## src/rtl/ca_fitness_evaluator.sv

```systemverilog
// Fitness evaluator for a binary cellular automaton: runs the automaton for a
// fixed number of generations, accumulates a saturating popcount score and tracks the fittest state.
module ca_fitness_evaluator #(
  parameter int Width       = 16,
  parameter int Generations = 10,
  parameter int CountWidth  = 5,
  parameter int AccWidth    = 8
) (
  input  logic                  clk,
  input  logic                  rst,
  input  logic                  start,
  input  logic [Width-1:0]      state,
  output logic                  ce_out,
  output logic                  busy,
  output logic                  valid,
  input  logic                  ready,
  output logic [AccWidth-1:0]   fitness,
  output logic [Width-1:0]      best,
  output logic [CountWidth-1:0] best_ones
);

  localparam int GenWidth = (Generations > 1) ? $clog2(Generations) : 1;

  typedef enum logic [1:0] {
    IDLE,
    RUN,
    HOLD
  } st_t;

  st_t                  st;
  st_t                  st_nx;
  logic [GenWidth-1:0]  gen;
  logic [CountWidth-1:0] p;
  logic [AccWidth:0]    sum;
  logic                 last;

  always_comb begin
    p = '0;
    for (int unsigned i = 0; i < Width; i++) begin
      p = p + CountWidth'(state[i]);
    end
  end

  // one extra bit catches the carry out for the saturating clamp
  assign sum  = {1'b0, fitness} + (AccWidth+1)'(p);
  assign last = (gen == GenWidth'(Generations - 1));

  always_comb begin
    st_nx = st;
    unique case (st)
      IDLE:    if (start) st_nx = RUN;
      RUN:     if (last)  st_nx = HOLD;
      HOLD:    if (ready) st_nx = IDLE;
      default: st_nx = IDLE;
    endcase
  end

  // decoded straight from the state register, so reset drops them at once
  assign ce_out = (st == RUN);
  assign busy   = (st != IDLE);
  assign valid  = (st == HOLD);

  always_ff @(posedge clk or posedge rst) begin
    if (rst) begin
      st        <= IDLE;
      gen       <= '0;
      fitness   <= '0;
      best      <= '0;
      best_ones <= '0;
    end else begin
      st <= st_nx;
      case (st)
        IDLE: begin
          if (start) begin
            gen       <= '0;
            fitness   <= '0;
            best      <= '0;
            best_ones <= '0;
          end
        end
        RUN: begin
          fitness <= sum[AccWidth] ? '1 : sum[AccWidth-1:0];
          if (p > best_ones) begin
            best      <= state;
            best_ones <= p;
          end
          gen <= gen + GenWidth'(1);
        end
        default: ;
      endcase
    end
  end

endmodule

```

## config.mk

```make
export PLATFORM = sky130hd
export DESIGN_NAME = ca_fitness_evaluator
export DESIGN_NICKNAME = d
export VERILOG_FILES = /design/src/rtl/ca_fitness_evaluator.sv
export SDC_FILE = /design/constraint.sdc
export NUM_CORES = 1
export LEC_CHECK = 0
export CAP_MARGIN = 5
export CORE_ASPECT_RATIO = 0.7
export CORE_MARGIN = 2
export CORE_UTILIZATION = 45
export CTS_CLUSTER_DIAMETER = 50
export DETAILED_ROUTE_END_ITERATION = 10
export PLACE_DENSITY = 0.8
export SKIP_CTS_REPAIR_TIMING = 1
export SYNTH_ARGS = -nofsm -noshare
export SYNTH_HDL_FRONTEND = slang
export SYNTH_SLANG_ARGS = --single-unit
```

## constraint.sdc

```tcl
create_clock -name clk -period 2.01 [get_ports clk]
set_clock_uncertainty 0.2 [all_clocks]
set_input_delay 0.402 -clock clk [delete_from_list [all_inputs] [get_ports clk]]
set_output_delay 0.402 -clock clk [all_outputs]
set_load 0.005 [all_outputs]
```

Word-level counts from Yosys, hierarchy flattened:

Index checks and enable logic that the tools add are counted.

* input port bits: 20
* flip-flop bits (word level): 35
* output and inout port bits: 32
* word-level logic and storage cells: 51

* multiplexer cells: 15
* equal/unequal tests: 7
* add/sub/neg operators: 17
* reductions and logical operators: 6
* $lt $le $gt $ge: 1

Operator list (number)
* $add 5x1->5: 11
* $mux 16: 2
* $pmux 16 s2: 1
* $mux 8: 2
* $pmux 8 s2: 1
* $mux 5: 2
* $pmux 5 s2: 1
* $add 8x5->9: 1
* $pmux 4 s2: 1
* $mux 2: 3
* $ne 2x1->1 const B: 3
* $pmux 2 s3: 1
* $reduce_and 3->1: 2
* $add 4x1->5: 1
* $gt 5x5->1: 1
* $add 3x1->4: 1
* $add 4x1->4 const B: 1
* $eq 4x4->1 const B: 1
* $mux 4: 1
* $reduce_bool 2->1: 2
* $add 2x1->3: 1
* $add 1x1->2: 1
* $eq 2x1->1 const B: 1
* $eq 2x2->1 const B: 1
* other kinds (3): 3

Depth between registers and ports, before layout:

* depth after elaboration: 18
* gate-level depth with buffers: 18
* mapped depth without buffers: 17

Worst setup path before layout:

Ideal clock, no wire load.

* path type: input to register
* start: in state[0]
* end: reg best_ones[1]
* data arrival time: 4.427 ns
* data required time: 1.685 ns
* setup time: 0.125 ns
* path slack: -2.742 ns
* stages on the path: 16
* buffers on the path: 1
* cell sequence: inv_1 -> fa_1 -> fa_1 -> fa_1 -> fa_1 -> inv_1 -> ha_1 -> a21o_1 -> a21oi_1 -> xnor2_1 -> ha_1 -> a21oi_1 -> a21boi_1 -> o221ai_2 -> buf_6 -> mux2_4

* word-level cells in the longest chain between the ends: 18
* elaborated cells on any way between the ends: 20
* those cells by class: 15 x add/sub; 1 x order compare; 1 x eq/ne; 2 x mux; 1 x reduce/logical

RTL lines
* from (decl): RTL line 12 `input logic [Width-1:0] state,`
* $add 1x1->2 (*): RTL line 40 `p = p + CountWidth'(state[i]);`
* $add 2x1->3 (*): RTL line 40
* $add 3x1->4 (*): RTL line 40
* $add 4x1->5 (*): RTL line 40
* $add 5x1->5 (*) (11 in a row): RTL line 40
* $gt 5x5->1: RTL line 83 `if (p > best_ones) begin`
* $ne 2x1->1 (no line)
* $reduce_and 3->1 (no line)
* to (signal assigned): RTL line 85 `best_ones <= p;`
* to (decl): RTL line 19 `output logic [CountWidth-1:0] best_ones`

Mark *: on every way between the ends. The rest lies on a longest branch, timed or not. The select of a mux whose other input is x is not followed.
A chain may end at the register's enable or synchronous reset.

Worst setup path after layout:

* start: in state[1]
* end: reg best_ones[4]

The elaborated chain is that of the path after synthesis.

==> impl_metrics.csv <==
group,metric,value,unit
synth,synthCells,224,
sta,fin_hold_ws,0.1412,ns
global_routing,grt_max_degree,36,
sta,layout_setup_ws,-2.668,ns
worst_hold_path,worst_hold_path_type,"input pin to flop",
global_routing,grt_overflow_total,0,
critical_path,reg2reg_from,"best_ones[1]$_DFFE_PP0P_",
clocking,cts_sinks,35,
critical_path,ff2ff_setup_slack,0.01,ns
synth,synth_fp_nets,273,
critical_path,critPathMaxStageDelay,0.57,ns
layout,layoutNonFillerInstCount,386,
synth,synth_flop_cell,"dfrtp_1",
clocking,clkTransAtPathRegs,0.07,ns
layout,regArea,875.8,sq um
synth,synthArstFlopShare,100.0,%
layout,multi_input_area,1534,sq um
drt,wl_per_cell,16.05,microns
die,coreArea,4808,sq um
die,die_width,88.91,microns
sta,hold_violations,0,
critical_path,reg2reg_to,"best_ones[4]$_DFFE_PP0P_",
clocking,clock_path_buffers,2,
synth,ys_ff_latch,35,
critical_path,crit_path_top_delay_cell,"fa_2",
critical_path,cp.arrival,4.67,ns
sta,period_needed,4.678,ns
drt,drc,0,
layout,finish.utilization,75.25,%
worst_hold_path,whs_endpoint,"best[9]$_DFFE_PP0P_",
clocking,htreeDepth,2,
drt,ant_nets,0,
layout,layout-drive-gt1-share,36.59,%
global_routing,grt_pass1_vias,1924,
placement,numPortBuffers,51,
synth,ys_warn_count,0,
synth,ys_types,43,
layout,final_nets,365,
clocking,cts_tree,"built",
layout,area_delta_synth_final,59.34,%
critical_path,path_cells,"buf_6 > inv_2 > fa_2 > fa_2 > fa_2 > fa_1 > inv_2 > ha_4 > fa_2 > a21oi_4 > nor2b_4 > ha_4 > nand4_4 > o21bai_4 > o221ai_4 > clkbuf_16 > mux2_4",
critical_path,critPathRequiredTime,2.00,ns
critical_path,critPathMaxFanout,5,
synth,syn_area,2271,sq um
layout,diodes,0,
layout,num-fill-cells,322,
clocking,cts_root_buffer,"clkbuf_8",
drt,vias,1928,
sta,rsz0062_at_grt,"yes",
critical_path,path_class,"input pin to flop",
sta,setup_violations,29,
critical_path,start_kind,"input pin",
clocking,cts_buffers,5,
sta,relSlewSlack,70.41,%
job,max_cap_viol_count,0,
run_status,outcome,"finished, violations left",
drt,vias_per_cell,4.995,
drt,drt_iter0_markers,108,
global_routing,antenna_found_initial,0,
global_routing,track_usage,20.56,%
sta,worst_pin_slew,0.4438,ns
worst_hold_path,hold_path.startpoint,"state[9]",
clocking,clkLatencyLatePin,0.30,ns
synth,yosysSeqAreaShare,38.57,%
placement,placed_cells,374,
synth,syn-mean-instance-area,10.14,sq um
die,start_util,47.23,%
die,io_pins,52,
sta,drv_slew,0,
sta,fmax,213.7,MHz
global_routing,grt_pass1_wl,8859,microns
critical_path,r2r_cells,7,
die,rows,21,
critical_path,end_kind,"flop",
synth,synth_edf_count,0,
placement,gp_congestion,0.8344,
die,chipHeight,63.44,microns
worst_hold_path,hold_path_depth,3,
placement,hpwlAfterDp,4153,microns
drt,totalWireLength,6197,microns
critical_path,cp_common_cell,"fa_2",
run_status,violations,"negative setup slack",
die,die_area,5640,sq um
sta,finalCritPeriodShare,232.8,%
drt,drtPass1Iterations,4,
==> registers in the layout, summed over array words and instances, names as in the netlist <==
register   flops
fitness        8
best_ones      5
best          16
gen            4
st             2
==> metal layers <==
| metal | GRT usage [%] | part of all wire [%] |
|---|---|---|
| met1 | 31.45 | 46 |
| met4 | 5.303 | 0.97 |
| met2 | 28.82 | 47 |
| met5 | 0 | 0 |
| met3 | 5.242 | 6.0 |
==> worst max-delay path, delay by kind of cell <==
family,cells,cell delay (ns)
buffers and inverters,4,0.38
adders and majority gates,7,2.92
muxes,1,0.28
and+or+nand+nor,2,0.18
AOI/OAI and AO/OA,3,0.50
==> Yosys cell counts, types with 2 or more instances <==
cell      number  area share, %
buf_2          3           0.66
nand3_1        5            1.1
a21o_1         3           0.99
nor3_1         2           0.44
inv_1         37            6.1
ha_1          18            9.9
clkbuf_1       2           0.33
o21ai_0        4           0.88
fa_1          11            9.7
mux2_4         3            2.0
nor2b_1        2           0.55
xnor2_1        3            1.2
xor2_1         3            1.2
mux2i_1       19            8.4
a21oi_1       15            3.3
nor2_1         9            1.5
dfrtp_1       35             39
nand2_1       25            4.1
==> area by class of cell <==
class | count | share of cell area, %
Multi-Input combinational cell | 143 | 42.39
Timing Repair Buffer | 93 | 24.48
Sequential cell | 35 | 24.20
Inverter | 38 | 4.219
Tap cell | 69 | 2.386
Clock buffer | 5 | 1.902
Clock inverter | 3 | 0.4149
==> how the worst max path moves through the flow <==
| stage | startpoint | end | cells after the start |
|---|---|---|---|
| 4_1_cts | state[15] | best_ones[3]$_DFFE_PP0P_ | 16 |
| 3_3_place_gp | state[15] | best_ones[3]$_DFFE_PP0P_ | 16 |
| 3_5_place_dp | state[15] | best_ones[3]$_DFFE_PP0P_ | 16 |
| 6_report | state[1] | best_ones[4]$_DFFE_PP0P_ | 17 |
| 2_1_floorplan | state[15] | best_ones[1]$_DFFE_PP0P_ | 15 |
| 5_1_grt | state[3] | best_ones[4]$_DFFE_PP0P_ | 17 |
==> cell families after synthesis <==
logic type / after synthesis / synth area share [%]
AOI/OAI and AO/OA: 33 / 9.752
xor gates and xnor gates: 6 / 2.314
adders and majority gates: 29 / 19.61
buffers and inverters: 46 / 8.264
DFF: 35 / 38.57
muxes: 23 / 10.85
and+or+nand+nor: 52 / 10.63
==> through the flow <==
stage / instance area, sq um / setup WS, ns / TNS (ns)
detailed placement: 3193 / -3.300 / -93.91
floorplan: 2331 / -2.593 / -70.40
global route: 3618 / -2.776 / -78.93
global placement: 3193 / -3.227 / -91.91
finish: 3618 / -2.668 / -75.58
CTS: 3277 / -3.034 / -86.07
==> placed cells by master (no fill, tap or decap), types with 7 or more instances in the layout <==
cell type / instances
inv_2: 11
a21oi_1: 9
buf_6: 8
clkdlybuf4s50_1: 39
nand2_1: 25
dfrtp_1: 35
nor2_1: 7
ha_4: 9
mux2i_1: 18
buf_4: 35
ha_1: 9
inv_1: 25
Power is left out: the tool's default activity adds up to more than one toggle a clock period on the data nets, which glitch-free logic cannot reach.
